`src/rtl/seg_scan_ctrl.sv`:
```
// ---------------------------------------------------------------------------
// seg_scan_ctrl
//
// Time-multiplexes a single BCD-to-7-segment decoder (7447 style) across
// DIGITS common-anode digits. Each digit owns a slot of REFRESH_DIV clocks.
// The first BLANK_CYCLES clocks of a slot keep every anode off while the
// shared decoder input already shows the new digit, so segments never ghost
// from one digit onto the next. New display values are captured into a
// shadow register on `load` and committed to the displayed register only at
// the frame boundary, so a frame never mixes old and new digits.
//
// Ports
//   clk         in   system clock, rising edge
//   rst         in   asynchronous active-high reset
//   value       in   4*DIGITS BCD nibbles, nibble i drives digit i (0 = LSD)
//   load        in   one-cycle strobe, captures value into the shadow
//   dp_mask     in   decimal-point enable per digit (registered every cycle)
//   lz_en       in   leading-zero suppression enable (registered every cycle)
//   bcd         out  nibble to the decoder bcd input
//   an_n        out  active-low anode enables
//   dp_n        out  active-low decimal point
//   frame_tick  out  one-cycle pulse in the last cycle of each frame
//   pending     out  shadow holds a value not yet committed to the display
//
// Handshake: there is no back-pressure. `load` is a plain strobe sampled on
// every rising edge; the newest strobe in a frame wins, and a strobe in the
// frame_tick cycle is committed at that same edge.
//
// Every output is decoded from registers only: dp_mask and lz_en are sampled
// into flops each cycle so no input reaches an output combinationally.
// ---------------------------------------------------------------------------
module seg_scan_ctrl #(
    parameter int DIGITS       = 4,
    parameter int REFRESH_DIV  = 50000,
    parameter int BLANK_CYCLES = 500
) (
    input  logic                  clk,
    input  logic                  rst,
    input  logic [4*DIGITS-1:0]   value,
    input  logic                  load,
    input  logic [DIGITS-1:0]     dp_mask,
    input  logic                  lz_en,
    output logic [3:0]            bcd,
    output logic [DIGITS-1:0]     an_n,
    output logic                  dp_n,
    output logic                  frame_tick,
    output logic                  pending
);

    localparam int CNTW = (REFRESH_DIV > 1) ? $clog2(REFRESH_DIV) : 1;
    localparam int IDXW = (DIGITS > 1) ? $clog2(DIGITS) : 1;

    localparam logic [CNTW-1:0] CNT_LAST  = CNTW'(REFRESH_DIV - 1);
    localparam logic [CNTW-1:0] CNT_BLANK = CNTW'(BLANK_CYCLES);
    localparam logic [IDXW-1:0] IDX_LAST  = IDXW'(DIGITS - 1);

    // Slot phase is a pure decode of the slot counter.
    typedef enum logic {
        S_BLANK = 1'b0,
        S_DRIVE = 1'b1
    } slot_state_e;

    logic [CNTW-1:0]     cnt_q,     cnt_d;
    logic [IDXW-1:0]     idx_q,     idx_d;
    logic [4*DIGITS-1:0] shadow_q,  shadow_d;
    logic [4*DIGITS-1:0] disp_q,    disp_d;
    logic                pending_q, pending_d;
    logic [DIGITS-1:0]   dp_q;
    logic                lz_q;

    slot_state_e         state;
    logic                frame_end;

    assign state     = (cnt_q < CNT_BLANK) ? S_BLANK : S_DRIVE;
    assign frame_end = (idx_q == IDX_LAST) && (cnt_q == CNT_LAST);

    // -----------------------------------------------------------------------
    // State register
    // -----------------------------------------------------------------------
    always_ff @(posedge clk or posedge rst) begin
        if (rst) begin
            cnt_q     <= '0;
            idx_q     <= '0;
            shadow_q  <= '0;
            disp_q    <= '0;
            pending_q <= 1'b0;
            dp_q      <= '0;
            lz_q      <= 1'b0;
        end else begin
            cnt_q     <= cnt_d;
            idx_q     <= idx_d;
            shadow_q  <= shadow_d;
            disp_q    <= disp_d;
            pending_q <= pending_d;
            dp_q      <= dp_mask;
            lz_q      <= lz_en;
        end
    end

    // -----------------------------------------------------------------------
    // Next-state logic
    // -----------------------------------------------------------------------
    always_comb begin
        cnt_d     = cnt_q;
        idx_d     = idx_q;
        shadow_d  = shadow_q;
        disp_d    = disp_q;
        pending_d = pending_q;

        if (cnt_q == CNT_LAST) begin
            cnt_d = '0;
            idx_d = (idx_q == IDX_LAST) ? '0 : idx_q + IDXW'(1);
        end else begin
            cnt_d = cnt_q + CNTW'(1);
        end

        if (load) begin
            shadow_d  = value;
            pending_d = 1'b1;
        end

        // A load landing on the frame boundary bypasses the shadow so it is
        // not held back a whole frame; the commit always clears pending.
        if (frame_end) begin
            disp_d    = load ? value : shadow_q;
            pending_d = 1'b0;
        end
    end

    // -----------------------------------------------------------------------
    // Output logic
    // -----------------------------------------------------------------------
    logic [3:0] cur_nib;
    logic       cur_dp;
    logic       nz_at_or_above;
    logic       suppress;

    always_comb begin
        cur_nib        = 4'd0;
        cur_dp         = 1'b0;
        nz_at_or_above = 1'b0;
        for (int i = 0; i < DIGITS; i++) begin
            if (idx_q == IDXW'(i)) begin
                cur_nib = disp_q[4*i +: 4];
                cur_dp  = dp_q[i];
            end
            if ((IDXW'(i) >= idx_q) && (disp_q[4*i +: 4] != 4'd0)) begin
                nz_at_or_above = 1'b1;
            end
        end

        // Digit 0 always lights so a zero value still shows "0".
        suppress = lz_q && (idx_q != '0) && !nz_at_or_above;

        // The decoder input tracks the slot's digit through BLANK as well,
        // giving the decoder time to settle before the anode turns on.
        bcd        = cur_nib;
        an_n       = '1;
        dp_n       = 1'b1;
        frame_tick = frame_end;
        pending    = pending_q;

        if (state == S_DRIVE && !suppress) begin
            for (int i = 0; i < DIGITS; i++) begin
                if (idx_q == IDXW'(i)) begin
                    an_n[i] = 1'b0;
                end
            end
            dp_n = ~cur_dp;
        end
    end

endmodule

```
`config.mk`:
```
export PLATFORM = sky130hd
export DESIGN_NAME = seg_scan_ctrl
export DESIGN_NICKNAME = d
export VERILOG_FILES = /design/src/rtl/seg_scan_ctrl.sv
export SDC_FILE = /design/constraint.sdc
export NUM_CORES = 1
export LEC_CHECK = 0
export BUFFER_PORTS_ARGS = -buffer_cell sky130_fd_sc_hd__buf_4
export CORE_AREA = 2 2 69 71
export DETAILED_ROUTE_END_ITERATION = 12
export DIE_AREA = 0 0 71 73
export PLACE_DENSITY = 0.81
export RECOVER_POWER = 25
export SLEW_MARGIN = 20
export SYNTH_ARGS = -nofsm -noshare
export SYNTH_HDL_FRONTEND = slang
export SYNTH_SLANG_ARGS = --single-unit
```
`constraint.sdc`:
```
create_clock -name clk -period 2.63 [get_ports clk]
set_clock_uncertainty 0.05 [all_clocks]
set_input_delay 0 -clock clk [delete_from_list [all_inputs] [get_ports clk]]
set_output_delay 0 -clock clk [all_outputs]
set_load 0.005 [all_outputs]
```
==> flow_summary.json, run 1 <==
{
  "wl_per_cell_um": 15.7,
  "ys_ff_latch": 56,
  "setup_viol": 0,
  "hold_viol_final": 0,
  "vias": 1765,
  "rsz0062_at_grt": "no",
  "netlist_instances": 210,
  "synth_area_per_cell_um2": 12.5,
  "end_kind": "output port",
  "cts_inserted_buffers": 5,
  "dieArea_um2": 5180,
  "clock_sinks": 56,
  "tightest_slew_ps": 1030,
  "period_share_pct": 77.9,
  "drive_above_1_share_pct": 29.7,
  "hp-class": "input port to register",
  "cap_violations": 0,
  "slowest_delay_ps": 440,
  "worstPathRequired_ps": 2580,
  "dpl-instance-area_um2": 2910,
  "switching_share_pct": 20.9,
  "syn_to_final_growth_pct": 23.5,
  "synth_warnings": 0,
  "routabilityCongestion": 0.844,
  "drt_iter0_drc": 126,
  "critPathMaxFanout": 10,
  "die_h_um": 73,
  "grt-ovfl-total": 0,
  "clock_path_buffers": 2,
  "cts_resized": 0,
  "antenna_left": 0,
  "ios": 35,
  "p_switching_uw": 336,
  "coreArea_um2": 4540,
  "syn_nets": 240,
  "antennaDiodeCount": 0,
  "arrival_ps": 2000,
  "grt_pass1_vias": 1777,
  "drtPass1Iterations": 4,
  "cp_top_family": "flip-flops",
  "cts_tree": "yes",
  "dp_hpwl_mm": 3.41,
  "cp-start-kind": "register",
  "root_buffer": "clkbuf_8",
  "worstPathCellList": "inv_1 > ha_1 > nor2b_1 > a221oi_1 > o31ai_1 > buf_4",
  "critical_path_class": "register to output port",
  "drc": 0,
  "relSlewSlack_pct": 30.9,
  "tns_ps": 0,
  "max_freq_mhz": 488,
  "grt_max_degree": 31,
  "pwr-share-comb_pct": 8.8,
  "port_buffers": 34,
  "p_seq_share_pct": 57.2,
  "internal-power_mw": 1.27,
  "grt_pass1_wl_mm": 8.29,
  "routed_wl_mm": 5.02,
  "fp.dieW_um": 71,
  "row_count": 25,
  "nNetsFinal": 295,
  "fin_crit_ps": 2050,
  "yosysUniqueCellTypes": 37,
  "clk_pin_slew_ps": 90,
  "ir_worst_vdd_uv": 284,
  "maxSlewViolCount": 0,
  "htreeDepth": 2,
  "synth_area_um2": 2620,
  "start_util_pct": 57.8,
  "yosysSeqAreaShare_pct": 53.5,
  "powerDensity_nw_per_um2": 496,
  "viasPerCell": 5.52,
  "dp_cells": 290,
  "antenna_found_initial": 0,
  "final_area_um2": 3240,
  "cp_num_buf_inv": 2,
  "clkPwrFrac_pct": 34.0,
  "status": "complete, no violations",
  "leakage_nw": 1.46,
  "instances_no_fill": 320,
  "crit_path_top_delay_cell": "dfrtp_1",
  "grt_usage_pct": 20.9,
  "clock_latency_ps": 300,
  "hold_ws_ps": 59.2
}
-- cells by family after synthesis --
group / Yosys count / share of synthesized area (%)
DFF: 56 / 53.5
buffers and inverters: 13 / 2.34
xor gates and xnor gates: 13 / 4.34
adders and majority gates: 6 / 2.86
AOI/OAI and AO/OA: 18 / 4.63
and+or+nand+nor: 70 / 16.3
muxes: 34 / 16.0
-- sequential cells by signal, indices dropped and copies added (netlist names) --
name / count
shadow_q: 16
disp_q: 16
cnt_q: 16
dp_q: 4
idx_q: 2
lz_q: 1
pending: 1
-- power groups by stage --
stage                     Clock (mW)  Sequential [mW]  Combinational (mW)
after global placement             0            0.933               0.115
after CTS                      0.560            0.919               0.145
after detailed placement           0            0.935               0.119
after global routing           0.599            0.922               0.155
final                          0.547            0.918               0.142
after floorplan                    0            0.929              0.0723
-- placed cells by master (no fill, tap or decap), drive strengths merged, types with 4 or more instances in the layout --
cell type,count
clkbuf,12
ha,6
o31ai,4
xnor2,6
mux2,34
dfrtp,56
nor2b,7
nand4,5
a21oi,5
buf,30
nand2,18
nor4,5
nand3,8
nor2,14
dlygate4sd3,22
xor2,7
-- cells in the mapped netlist (all sizes together) --
master / instances / area [µm²]
clkbuf: 6 / 23.8
nor4b: 1 / 8.76
nor4: 5 / 61.3
o31ai: 4 / 30.0
nand3b: 2 / 15.0
nand4: 5 / 46.3
mux2: 34 / 420
xnor2: 6 / 52.6
dfrtp: 56 / 1400
nand2: 18 / 67.6
and4: 2 / 20.0
a221oi: 3 / 26.3
and3: 2 / 12.5
o21ai: 3 / 15.0
nand4b: 1 / 15.0
nor2: 14 / 52.6
buf: 4 / 26.3
o41a: 1 / 11.3
nand3: 8 / 52.6
xor2: 7 / 61.3
ha: 6 / 75.1
o22ai: 1 / 6.26
or4: 1 / 7.51
nor3: 3 / 15.0
nor2b: 7 / 43.8
inv: 3 / 11.3
o211ai: 1 / 7.51
or4b: 1 / 10.0
a21oi: 5 / 25.0
-- what timing repair did --
item,CTS,global route
setup buffers,0,0
hold buffers,22,0
hold endpoints to repair,47,0
-- area by class of cell --
type,instances,area (µm²)
clock buffers,6,72.6
flip-flops and latches,56,1400
fillers,315,1300
well taps,54,67.6
multi-input cells,141,1160
repair buffers,58,490
clock inverters,2,35.0
inverters,3,11.3
-- tightest hold or removal path: cells and delay by family --
kind / cells / cell delay (ps)
buf+inv: 1 / 190
simple gates: 2 / 190
-- through the flow --
stage	util [%]	setup slack [ps]	total power, mW
after floorplan	-	905	1.00
final	71.4	582	1.61
after CTS	71.4	573	1.62
after global placement	64.1	772	1.05
after global routing	71.4	363	1.68
after detailed placement	64.1	706	1.05
-- metal layers --
metal | share of wire, % | global-route usage, % | up-vias | wire length, µm
met5 | 0 | 0 | - | 0
li1 | - | - | 847 | -
met4 | 0.52 | 6.29 | 0 | 26
met2 | 50 | 34.7 | 32 | 2500
met3 | 3.7 | 5.11 | 2 | 185
met1 | 46 | 27.5 | 884 | 2310
-- worst paths after layout --
check | startpoint | cells after the start | slack (ps) | to
min in group asynchronous | rst | 3 | 440 | cnt_q[11]$_DFF_PP0_
max in group asynchronous | rst | 4 | 1140 | disp_q[8]$_DFFE_PP0P_
max | idx_q[1]$_DFFE_PP0N_ | 6 | 580 | bcd[1]
max reg2reg | idx_q[1]$_DFFE_PP0N_ | 3 | 710 | disp_q[0]$_DFFE_PP0P_
min | load | 3 | 60 | pending$_DFFE_PP0P_
min reg2reg | cnt_q[0]$_DFF_PP0_ | 1 | 430 | cnt_q[0]$_DFF_PP0_
Power figures use the tool's default switching activity.
==> inputs of run 2 (changes only) <==
--- a/config.mk
+++ b/config.mk
@@ -6,10 +6,10 @@
 export NUM_CORES = 1
 export LEC_CHECK = 0
 export BUFFER_PORTS_ARGS = -buffer_cell sky130_fd_sc_hd__buf_4
-export CORE_AREA = 2 2 69 71
+export CORE_AREA = 2 2 75 77
 export DETAILED_ROUTE_END_ITERATION = 12
-export DIE_AREA = 0 0 71 73
-export PLACE_DENSITY = 0.81
+export DIE_AREA = 0 0 77 79
+export PLACE_DENSITY = 0.72
 export RECOVER_POWER = 25
 export SLEW_MARGIN = 20
 export SYNTH_ARGS = -nofsm -noshare
==> constraint.sdc (replaced) <==
create_clock -name clk -period 1.65 [get_ports clk]
set_clock_uncertainty 0.05 [all_clocks]
set_input_delay 0 -clock clk [delete_from_list [all_inputs] [get_ports clk]]
set_output_delay 0 -clock clk [all_outputs]
set_load 0.005 [all_outputs]
==> run 2 against run 1 <==
Compared with the run above: the run now ends with negative setup slack left; sequential cell count is the same; first-iteration DRC count shrank 48%; total power increased by 67%; combinational power is 77% higher; core utilization up 2.3 points; critical path depth decreased by 2; die area increased by 17%; cell count up 18%; clock power increased by 74%; via count rose by 13%; largest power group unchanged; highest routed layer unchanged.
==> flow_summary.json, run 2 (synthesized netlist as in run 1, its figures left out) <==
{
  "relSlewSlack_pct": 51.6,
  "internal-power_mw": 2.13,
  "ir_worst_vdd_uv": 462,
  "whs_endpoint": "pending$_DFFE_PP0P_",
  "hold_ws_ps": 89.7,
  "grt_max_degree": 57,
  "critical_path_class": "register to output port",
  "vias": 1987,
  "antenna_found_initial": 0,
  "critPathMaxFanout": 4,
  "met2_usage_pct": 40.8,
  "drtPass1Iterations": 5,
  "dp_hpwl_mm": 3.72,
  "ios": 35,
  "drive_above_1_share_pct": 51.3,
  "worstPathRequired_ps": 1600,
  "total_power_mw": 2.68,
  "powerDensity_nw_per_um2": 681,
  "rrSetupSlack_ps": -70,
  "worstPathCellList": "or4b_1 > o41a_1 > nand2_1 > buf_4",
  "drc": 0,
  "clkPwrFrac_pct": 35.5,
  "tns_ps": -2610,
  "row_count": 27,
  "leakage_nw": 1.77,
  "final_area_um2": 3930,
  "p_switching_uw": 551,
  "grt_most_used_layer": "met2",
  "grt_pass1_wl_mm": 10.3,
  "rsz0062_at_grt": "yes",
  "end_kind": "output port",
  "port_buffers": 34,
  "root_buffer": "clkbuf_8",
  "antennaDiodeCount": 0,
  "start_util_pct": 49.1,
  "grt_pass1_vias": 2172,
  "use_met3_pct": 4.32,
  "grt_use_met1_pct": 24.2,
  "wl_per_cell_um": 16.6,
  "hp-class": "input port to register",
  "hold_depth": 3,
  "cts_tree": "yes",
  "dieArea_um2": 6080,
  "max_freq_mhz": 521,
  "final_cell_mix": "dfrtp_1, buf_4, mux2_2, dlygate4sd3_1, nand2_1",
  "tightest_slew_ps": 726,
  "arrival_ps": 1870,
  "fp.dieW_um": 77,
  "routabilityCongestion": 0.854,
  "grt-ovfl-total": 0,
  "clock_sinks": 56,
  "cp_top_family": "simple AND/OR/NAND/NOR gates",
  "clock_latency_ps": 300,
  "hold_viol_final": 0,
  "cap_violations": 0,
  "fin_crit_ps": 1920,
  "clk_pin_slew_ps": 90,
  "drt_iter0_drc": 65,
  "nNetsFinal": 335,
  "grt_usage_pct": 21.7,
  "place_ws_ps": -55.5,
  "violations": "negative setup slack",
  "htreeDepth": 2,
  "clock_path_buffers": 2,
  "rr_startpoint": "cnt_q[13]$_DFF_PP0_",
  "die_h_um": 79,
  "cts_inserted_buffers": 5,
  "syn_to_final_growth_pct": 49.9,
  "setup_ws_ps": -268,
  "top_regs": "cnt_q: 16 flops, disp_q: 16 flops, shadow_q: 16 flops",
  "coreArea_um2": 5340,
  "cp_num_buf_inv": 1,
  "crit_path_top_delay_cell": "or4b_1",
  "maxSlewViolCount": 0,
  "p_seq_share_pct": 55.1,
  "switching_share_pct": 20.6,
  "setup_viol": 25,
  "dpl-instance-area_um2": 3150,
  "status": "complete, but fails checks",
  "cp-start-kind": "register",
  "antenna_left": 0,
  "r2r_cells": 5,
  "slowest_delay_ps": 520,
  "pwr-share-comb_pct": 9.4,
  "routed_wl_mm": 6.28,
  "viasPerCell": 5.26,
  "hold_start": "load",
  "reg2reg_to": "disp_q[7]$_DFFE_PP0P_",
  "period_share_pct": 116
}
run 2: cell types whose count changed in the layout (fill, tap and decap cells not counted), moves of 5 or more:
cell,previous run,this run
buf_4,30,51
buf_6,0,15
dfrtp_1,56,51
dfrtp_2,0,5
ha_1,6,1
run 2: per-stage QoR:
| step | util, % | cells |
|---|---|---|
| finish | 73.6 | 378 |
| floorplan | - | 210 |
| CTS | 71.6 | 375 |
| detailed placement | 59.0 | 330 |
| global placement | 59.0 | 330 |
| global route | 73.6 | 378 |
run 2: layout make-up:
cell class                      count  area [µm²]
Clock buffer                        7        96.3
Clock inverter                      1        30.0
Fill cell                         352        1410
Inverter                            3        13.8
Multi-Input combinational cell    141        1410
Sequential cell                    56        1410
Tap cell                           72        90.1
Timing Repair Buffer               98         881
run 2: power groups by stage:
stage               Clock, mW  Combinational (mW)  Sequential [mW]
floorplan                   0               0.115             1.48
global placement            0               0.193             1.49
detailed placement          0               0.201             1.49
CTS                     0.964               0.252             1.47
global route             1.03               0.273             1.48
finish                  0.951               0.252             1.47
run 2: worst max-delay path by stage:
| stage | from | endpoint | slack (ps) | cells after the start |
|---|---|---|---|---|
| finish | disp_q[12]$_DFFE_PP0P_ | an_n[1] | -270 | 4 |
| global route | idx_q[1]$_DFFE_PP0N_ | dp_n | -350 | 8 |
| CTS | disp_q[12]$_DFFE_PP0P_ | an_n[1] | -280 | 4 |
| detailed placement | cnt_q[13]$_DFF_PP0_ | disp_q[6]$_DFFE_PP0P_ | -60 | 4 |
| global placement | cnt_q[13]$_DFF_PP0_ | disp_q[2]$_DFFE_PP0P_ | -1 | 4 |
| floorplan | cnt_q[13]$_DFF_PP0_ | disp_q[0]$_DFFE_PP0P_ | -20 | 4 |
run 2: routing by layer:
metal  part of all wire (%)  wire, µm  up-vias
met4                    2.7       170        0
met1                     40      2490      999
met3                    3.2       198       15
met5                      0         0        -
met2                     54      3420       46
li1                       -         -      927
run 2: worst register-to-register path, cell delays in order, from the launching register on:
cell	delay (ps)
dfrtp_1	420
nor4_4	340
buf_6	180
nand4_4	130
clkbuf_16	210
mux2_4	290
run 2: what timing repair did:
item / CTS / global route
setup endpoints to repair: 28 / 31
hold buffers: 22 / 0
buffers inserted: 14 / 5
endpoints found under the hold margin: 77 / 0
gates cloned: 1 / 0
resized for setup: 46 / 26
pin swaps: 12 / 13
